==> src/rtl/mem_access_stage.sv <==
// Memory-access stage of the 16-bit pipeline.
// Converts MemEN loads/stores into a req/ack transaction with a variable-latency
// data memory, stalls the pipeline while the access is outstanding, and latches HALT.
// Optional feature: define MEM_ALIGN_CHECK_EN to reject odd addresses (sticky err).
module mem_access_stage #(
    parameter int unsigned ADDR_W = 16,
    parameter int unsigned DATA_W = 16
) (
    input  logic              clk,
    input  logic              rst,
    input  logic              MemEN,
    input  logic              MemWrite,
    input  logic              Halt,
    input  logic [ADDR_W-1:0] addr,
    input  logic [DATA_W-1:0] wrData,
    output logic              memReq,
    output logic              memWr,
    output logic [ADDR_W-1:0] memAddr,
    output logic [DATA_W-1:0] memWData,
    input  logic [DATA_W-1:0] memRData,
    input  logic              memAck,
    output logic [DATA_W-1:0] dataMemOut,
    output logic              stall,
    output logic              memDone,
    output logic              HaltOut,
    output logic              err
);

    typedef enum logic [1:0] {StIdle, StAccess, StDone, StHalted} state_e;

    state_e            r_state;
    logic              r_req;
    logic              r_wr;
    logic [ADDR_W-1:0] r_addr;
    logic [DATA_W-1:0] r_wdata;
    logic [DATA_W-1:0] r_dout;
    logic              r_done;
    logic              r_halt;
    logic              r_err;
    logic              w_misaligned;
    logic              w_stall;

`ifdef MEM_ALIGN_CHECK_EN
    assign w_misaligned = addr[0];
`else
    assign w_misaligned = 1'b0;
`endif

    // Access FSM with all memory-side and status outputs registered.
    always_ff @(posedge clk or negedge rst) begin
        if (!rst) begin
            r_state <= StIdle;
            r_req   <= 1'b0;
            r_wr    <= 1'b0;
            r_addr  <= '0;
            r_wdata <= '0;
            r_dout  <= '0;
            r_done  <= 1'b0;
            r_halt  <= 1'b0;
            r_err   <= 1'b0;
        end else begin
            r_done <= 1'b0;
            unique case (r_state)
                StIdle: begin
                    if (Halt) begin
                        // HALT wins over a simultaneous memory access
                        r_state <= StHalted;
                        r_halt  <= 1'b1;
                    end else if (MemEN) begin
                        if (w_misaligned) begin
                            // Retire without touching memory; loads return zero
                            r_state <= StDone;
                            r_done  <= 1'b1;
                            r_err   <= 1'b1;
                            if (!MemWrite) begin
                                r_dout <= '0;
                            end
                        end else begin
                            r_state <= StAccess;
                            r_req   <= 1'b1;
                            r_wr    <= MemWrite;
                            r_addr  <= addr;
                            r_wdata <= wrData;
                        end
                    end
                end
                StAccess: begin
                    if (memAck) begin
                        r_req   <= 1'b0;
                        r_state <= StDone;
                        r_done  <= 1'b1;
                        if (!r_wr) begin
                            r_dout <= memRData;
                        end
                    end
                end
                StDone: begin
                    // Same instruction is still on the inputs, so ignore them
                    r_state <= StIdle;
                end
                StHalted: begin
                    r_state <= StHalted;
                end
                default: begin
                    r_state <= StIdle;
                end
            endcase
        end
    end

    // Stall decode: from state, MemEN and Halt only (never from memAck).
    always_comb begin
        w_stall = 1'b0;
        case (r_state)
            StIdle:   w_stall = MemEN & ~Halt;
            StAccess: w_stall = 1'b1;
            default:  w_stall = 1'b0;
        endcase
    end

    // Outputs held at zero while reset is asserted.
    assign stall      = w_stall & rst;
    assign memReq     = r_req;
    assign memWr      = r_wr;
    assign memAddr    = r_addr;
    assign memWData   = r_wdata;
    assign dataMemOut = r_dout;
    assign memDone    = r_done;
    assign HaltOut    = r_halt;
    assign err        = r_err;

endmodule

==> config.mk <==
export PLATFORM = sky130hd
export DESIGN_NAME = mem_access_stage
export DESIGN_NICKNAME = d
export VERILOG_FILES = /design/src/rtl/mem_access_stage.sv
export SDC_FILE = /design/constraint.sdc
export NUM_CORES = 1
export LEC_CHECK = 0
export ABC_AREA = 0
export CORE_MARGIN = 8
export CORE_UTILIZATION = 35
export DETAILED_ROUTE_END_ITERATION = 8
export PLACE_DENSITY = 0.83
export SLEW_MARGIN = 20
export SYNTH_ARGS = -nofsm -noshare
export SYNTH_HDL_FRONTEND = slang
export SYNTH_SLANG_ARGS = --single-unit
export TNS_END_PERCENT = 10
==> constraint.sdc <==
create_clock -name clk -period 1.6 [get_ports clk]
set_input_delay 0.32 -clock clk [delete_from_list [all_inputs] [get_ports clk]]
set_output_delay 0.32 -clock clk [all_outputs]
set_load 0.02 [all_outputs]
### Yosys cells after proc, flatten, opt, wreduce, memory -nomap -nowiden

Cells that the tools add are included.
W data, S select, Z words.

* register bits after elaboration: 54
* output and inout bits: 54
* logic and storage cells: 37

* equal/unequal tests: 7
* muxes and demuxes: 11
* bitwise logic cells: 4
* reductions and logical operators: 7

Operator list (count)
* $pmux W2 S4: 1
* $mux W2: 3
* $ne A2 B2 Y1 const B: 3
* $reduce_and A3 Y1: 2
* $mux W1: 5
* $eq A2 B2 Y1 const B: 2
* $pmux W1 S2: 2
* $reduce_and A2 Y1: 2
* $reduce_and A4 Y1: 1
* $ne A3 B3 Y1 const B: 1
* $and A1 B1 Y1: 2
* $eq A2 B1 Y1 const B: 1
* $logic_not A2 Y1: 1
* $not A1 Y1: 2
* $reduce_bool A2 Y1: 1

### Longest topological paths before layout

* word-level depth: 4
* gate-level depth with buffers: 7
* mapped depth without buffers: 5

### Worst setup path after synthesis

OpenSTA, ideal clock, no wires.

* path type: reg2out
* start: reg r_state[0]
* end: out stall
* arrival time: 1359 ps
* required time: 1280 ps
* slack: -79 ps
* cell stages (with the launch flop): 7
* cell sequence: dfrtp_1 -> inv_1 -> ha_1 -> and3b_1 -> buf_6 -> buf_8 -> o21a_1

* longest elaborated chain between the ends: 3
* elaborated cells between the ends (all ways): 4
* classes of those cells: eq/ne (1); mux (1); bitwise (1); reduce/logical (1)

Ends and longest elaborated chain
* start, declared: RTL line 31 `state_e r_state;`
* start signal, assigned: RTL line 52 `r_state <= StIdle;`
* start signal, assigned: RTL line 67 `r_state <= StHalted;`
* start signal, assigned: RTL line 72 `r_state <= StDone;`
* $eq A2 B1 Y1 or $logic_not A2 Y1 (tied branches): RTL line 114 `case (r_state)`
* $pmux W1 S2 (*): RTL line 114
* $and A1 B1 Y1 (*): RTL line 122 `assign stall = w_stall & rst;`
* end, declared: RTL line 23 `output logic stall,`

Mark *: on every way between the ends. The rest lies on a longest branch, timed or not.

### Worst setup path after layout

Same ends and word-level chain as after synthesis.

==> impl_results.md <==
* Critical Path AT at 1.40 ns
* Commonest cells post-synth: dfrtp_1, mux2_4, mux2_2
* Final setup viols at 34
* Post-Route Utilization at ~59%
* Worst slew pin tran at between 0.6 and 0.7 ns
* DRT iter0 DRCs at 19
* Via Count at approximately 1,500
* Startpoint type of the worst setup path: flip-flop
* DP Area at roughly 3500 um^2
* Drt drc at 0
* Root buf cell: clkbuf_8
* RSZ-0062 raised after global routing: yes
* Syn Inst Count at 132
* Router iterations before antenna repair at 3
* Post-route ant nets at 0
* Fill count at 519
* Largest stage delay, worst path at ~0.37 ns
* Critical path peak fanout at 2
* Clock Tree Buf Depth at 2
* Pre-CTS setup slack at -0.456 ns
* Fin. Hold Viols at 0
* Internal power at roughly 4.4 mW
* Starting density of the core at a little over a third
* Yosys cell types at 24
* Number of max-cap violations at 0
* Core area at roughly 6300 um^2
* # hold bufs at CTS at 0
* CTS tree: done
* Main synth FF type: dfrtp_1
* P_sw at between 2 and 2.5 mW
* Clock sink count at 54
* Final slew viol count at 0
* Synth warnings at 0
* Number of synthesized register bits at 54
* I/O Pins at 108
* HP Class: input pin to asynchronous set/reset pin
* Hpwl dp at 4160 um
* Layout area overhead at 63.2%
* Cell Rows at 29
* Comb pwr share at 54.8%
* Crit path required time at around 1.3 ns
* Final setup margin at -0.118 ns
* Layout cells sized above 1 at a little under a third
* Routed wire length at about 5900 um
* Switching part of the total at 35.5%
* Gpl congestion at slightly below 0.8
* CP Capture Type: output pin
* Die area at around 9300 um^2
* Final nets at 314
* Drt wl/cell at between 15 and 20 um
* Vias in the first global route at about 1,700
* Worst slew margin at a little under three fifths
* Clk_skew at 0.00569 ns
* Pwr Total at between 6 and 7 mW
* Worst hold slack at approximately 0.18 ns
* Die width at between 90 and 100 um
* Die H at ~97 um
* Lkg Pwr at ~1.9 nW
* Port buffer count at around 110
* Post-Layout Inst Area at ~3700 um^2
* Post-synthesis cell area at ~2300 um^2
* Top post-synthesis cells by area: dfrtp_1, mux2_4, mux2_2
* P per Cell Area at between 1500 and 2000 nW/um^2
* Synthesized net count at 190
* FMAX at approximately 580 MHz
* Syn Area/Cell at ~17 um^2
* Clock Latency Late Sink at slightly below 0.3 ns
* First-pass GRT wire length at approximately 9000 um
* CTS buffer count at 5
* H-tree lvl count at 2
* Tot GR Track Use at approximately an eighth
* Clk pwr share at about a tenth
* EDFF count, synth at 0
* Synth top area share at about three fifths
* ANT cells at 0
* Worst vdd ir at 0.952 mV
* Tcrit/Tclk final at 107%
* Cell Chain, Critical Path: inv_2, ha_4, and3b_2, o21a_4, buf_6
* Slowest-stage cell, CP: dfrtp_1
* Min Clock Period, post-route at 1.72 ns
* Gr ovfl total at 0
* Status: finished with violations
* Post-synthesis sequential area ratio at 59.4%
* Largest area contributor in the netlist: dfrtp_1
* Flop pwr share at 35.0%
* Violated checks: setup timing
* Initial antenna violation count at 0
* Synth async-reset ratio at 100%
* Setup CP Type: flip-flop to output pin
* CTS clk-pin slew, worst paths at ~0.090 ns
* DR vias/cell at roughly 4.6
* Largest net degree at the start of global routing at 55
* Most frequent cell after synthesis: dfrtp_1
[registers in the layout (all words and copies together) (netlist names)]
| name | cells |
|---|---|
| HaltOut | 1 |
| r_state | 2 |
| memAddr | 16 |
| memWr | 1 |
| memDone | 1 |
| memWData | 16 |
| memReq | 1 |
| dataMemOut | 16 |
[layout make-up]
class | instances | area, um^2 | share of cell area, %
clock buffers | 7 | 76.3 | 2.06
inverters | 3 | 11.3 | 0.304
multi-input cells | 69 | 866 | 23.3
flip-flops and latches | 54 | 1350 | 36.4
well taps | 77 | 96.3 | 2.60
repair buffers | 123 | 1310 | 35.3
[metrics by stage]
step	TNS (ns)	std cells
global route	-3.84	333
finish	-1.79	333
CTS	-1.16	331
detailed placement	-9.15	320
floorplan	-0.0124	132
global placement	-7.80	320
[repair_timing]
item / 4_1_cts / 5_1_grt
endpoints found under the setup margin: 57 / 63
pin swaps: 1 / 1
resized for setup: 35 / 37
buffers inserted: 2 / 2
gates cloned: 2 / 0
[path summary, 6_finish.rpt]
kind                                             start  slack, ns  cells after the start                   endpoint
worst max-delay path            r_state[0]$_DFFE_PN0P_      -0.12                      5                      stall
worst min-delay path                               rst       0.18                      2          memDone$_DFF_PN0_
worst max register to register  r_state[0]$_DFFE_PN0P_      -0.07                      7    memAddr[12]$_DFFE_PN0P_
worst min register to register     HaltOut$_DFFE_PN0P_       0.47                      1        HaltOut$_DFFE_PN0P_
max in group asynchronous                          rst       0.98                      2  dataMemOut[9]$_DFFE_PN0P_
min in group clk                   HaltOut$_DFFE_PN0P_       0.47                      1        HaltOut$_DFFE_PN0P_
[logic make-up after synthesis]
kind of cell,count (synthesis),share of synthesized area (%)
flip-flops,54,59.4
other,1,0.165
adder cells (fa/ha/maj),4,2.20
AND/OR/NAND/NOR,6,2.04
multiplexers,51,29.8
AO/OA/AOI/OAI,7,2.04
buffers and inverters,9,4.35
[critical path: cells and delay by family (launching register included)]
family | cells | cell delay [ns]
AO/OA/AOI/OAI | 1 | 0.19
adder cells (fa/ha/maj) | 1 | 0.16
buffers and inverters | 2 | 0.18
flip-flops | 1 | 0.37
AND/OR/NAND/NOR | 1 | 0.20
[per-layer routing]
layer | GRT usage [%] | routed length, um
met5 | 0 | 0
met4 | 2.77 | 31
met3 | 4.71 | 561
met2 | 21.1 | 2880
met1 | 14.9 | 2390
[placed cells by master (no fill, tap or decap), types with 3 or more instances in the layout]
cell type,Yosys,routed
dlymetal6s2s_1,0,29
buf_16,0,3
dlygate4sd2_1,0,23
buf_4,1,12
mux2_2,21,16
mux2_4,28,33
dfrtp_1,54,54
clkbuf_8,1,5
clkdlybuf4s50_1,0,52
[power by group through the flow]
stage | registers (mW) | clock network, mW | logic (mW)
floorplan | 3.21 | 0 | 1.23
global placement | 2.39 | 0 | 3.79
detailed placement | 2.43 | 0 | 3.85
CTS | 2.41 | 0.739 | 3.80
global route | 2.48 | 0.787 | 3.98
finish | 2.39 | 0.702 | 3.75
Note: power is estimated with default switching activity, not from simulation.
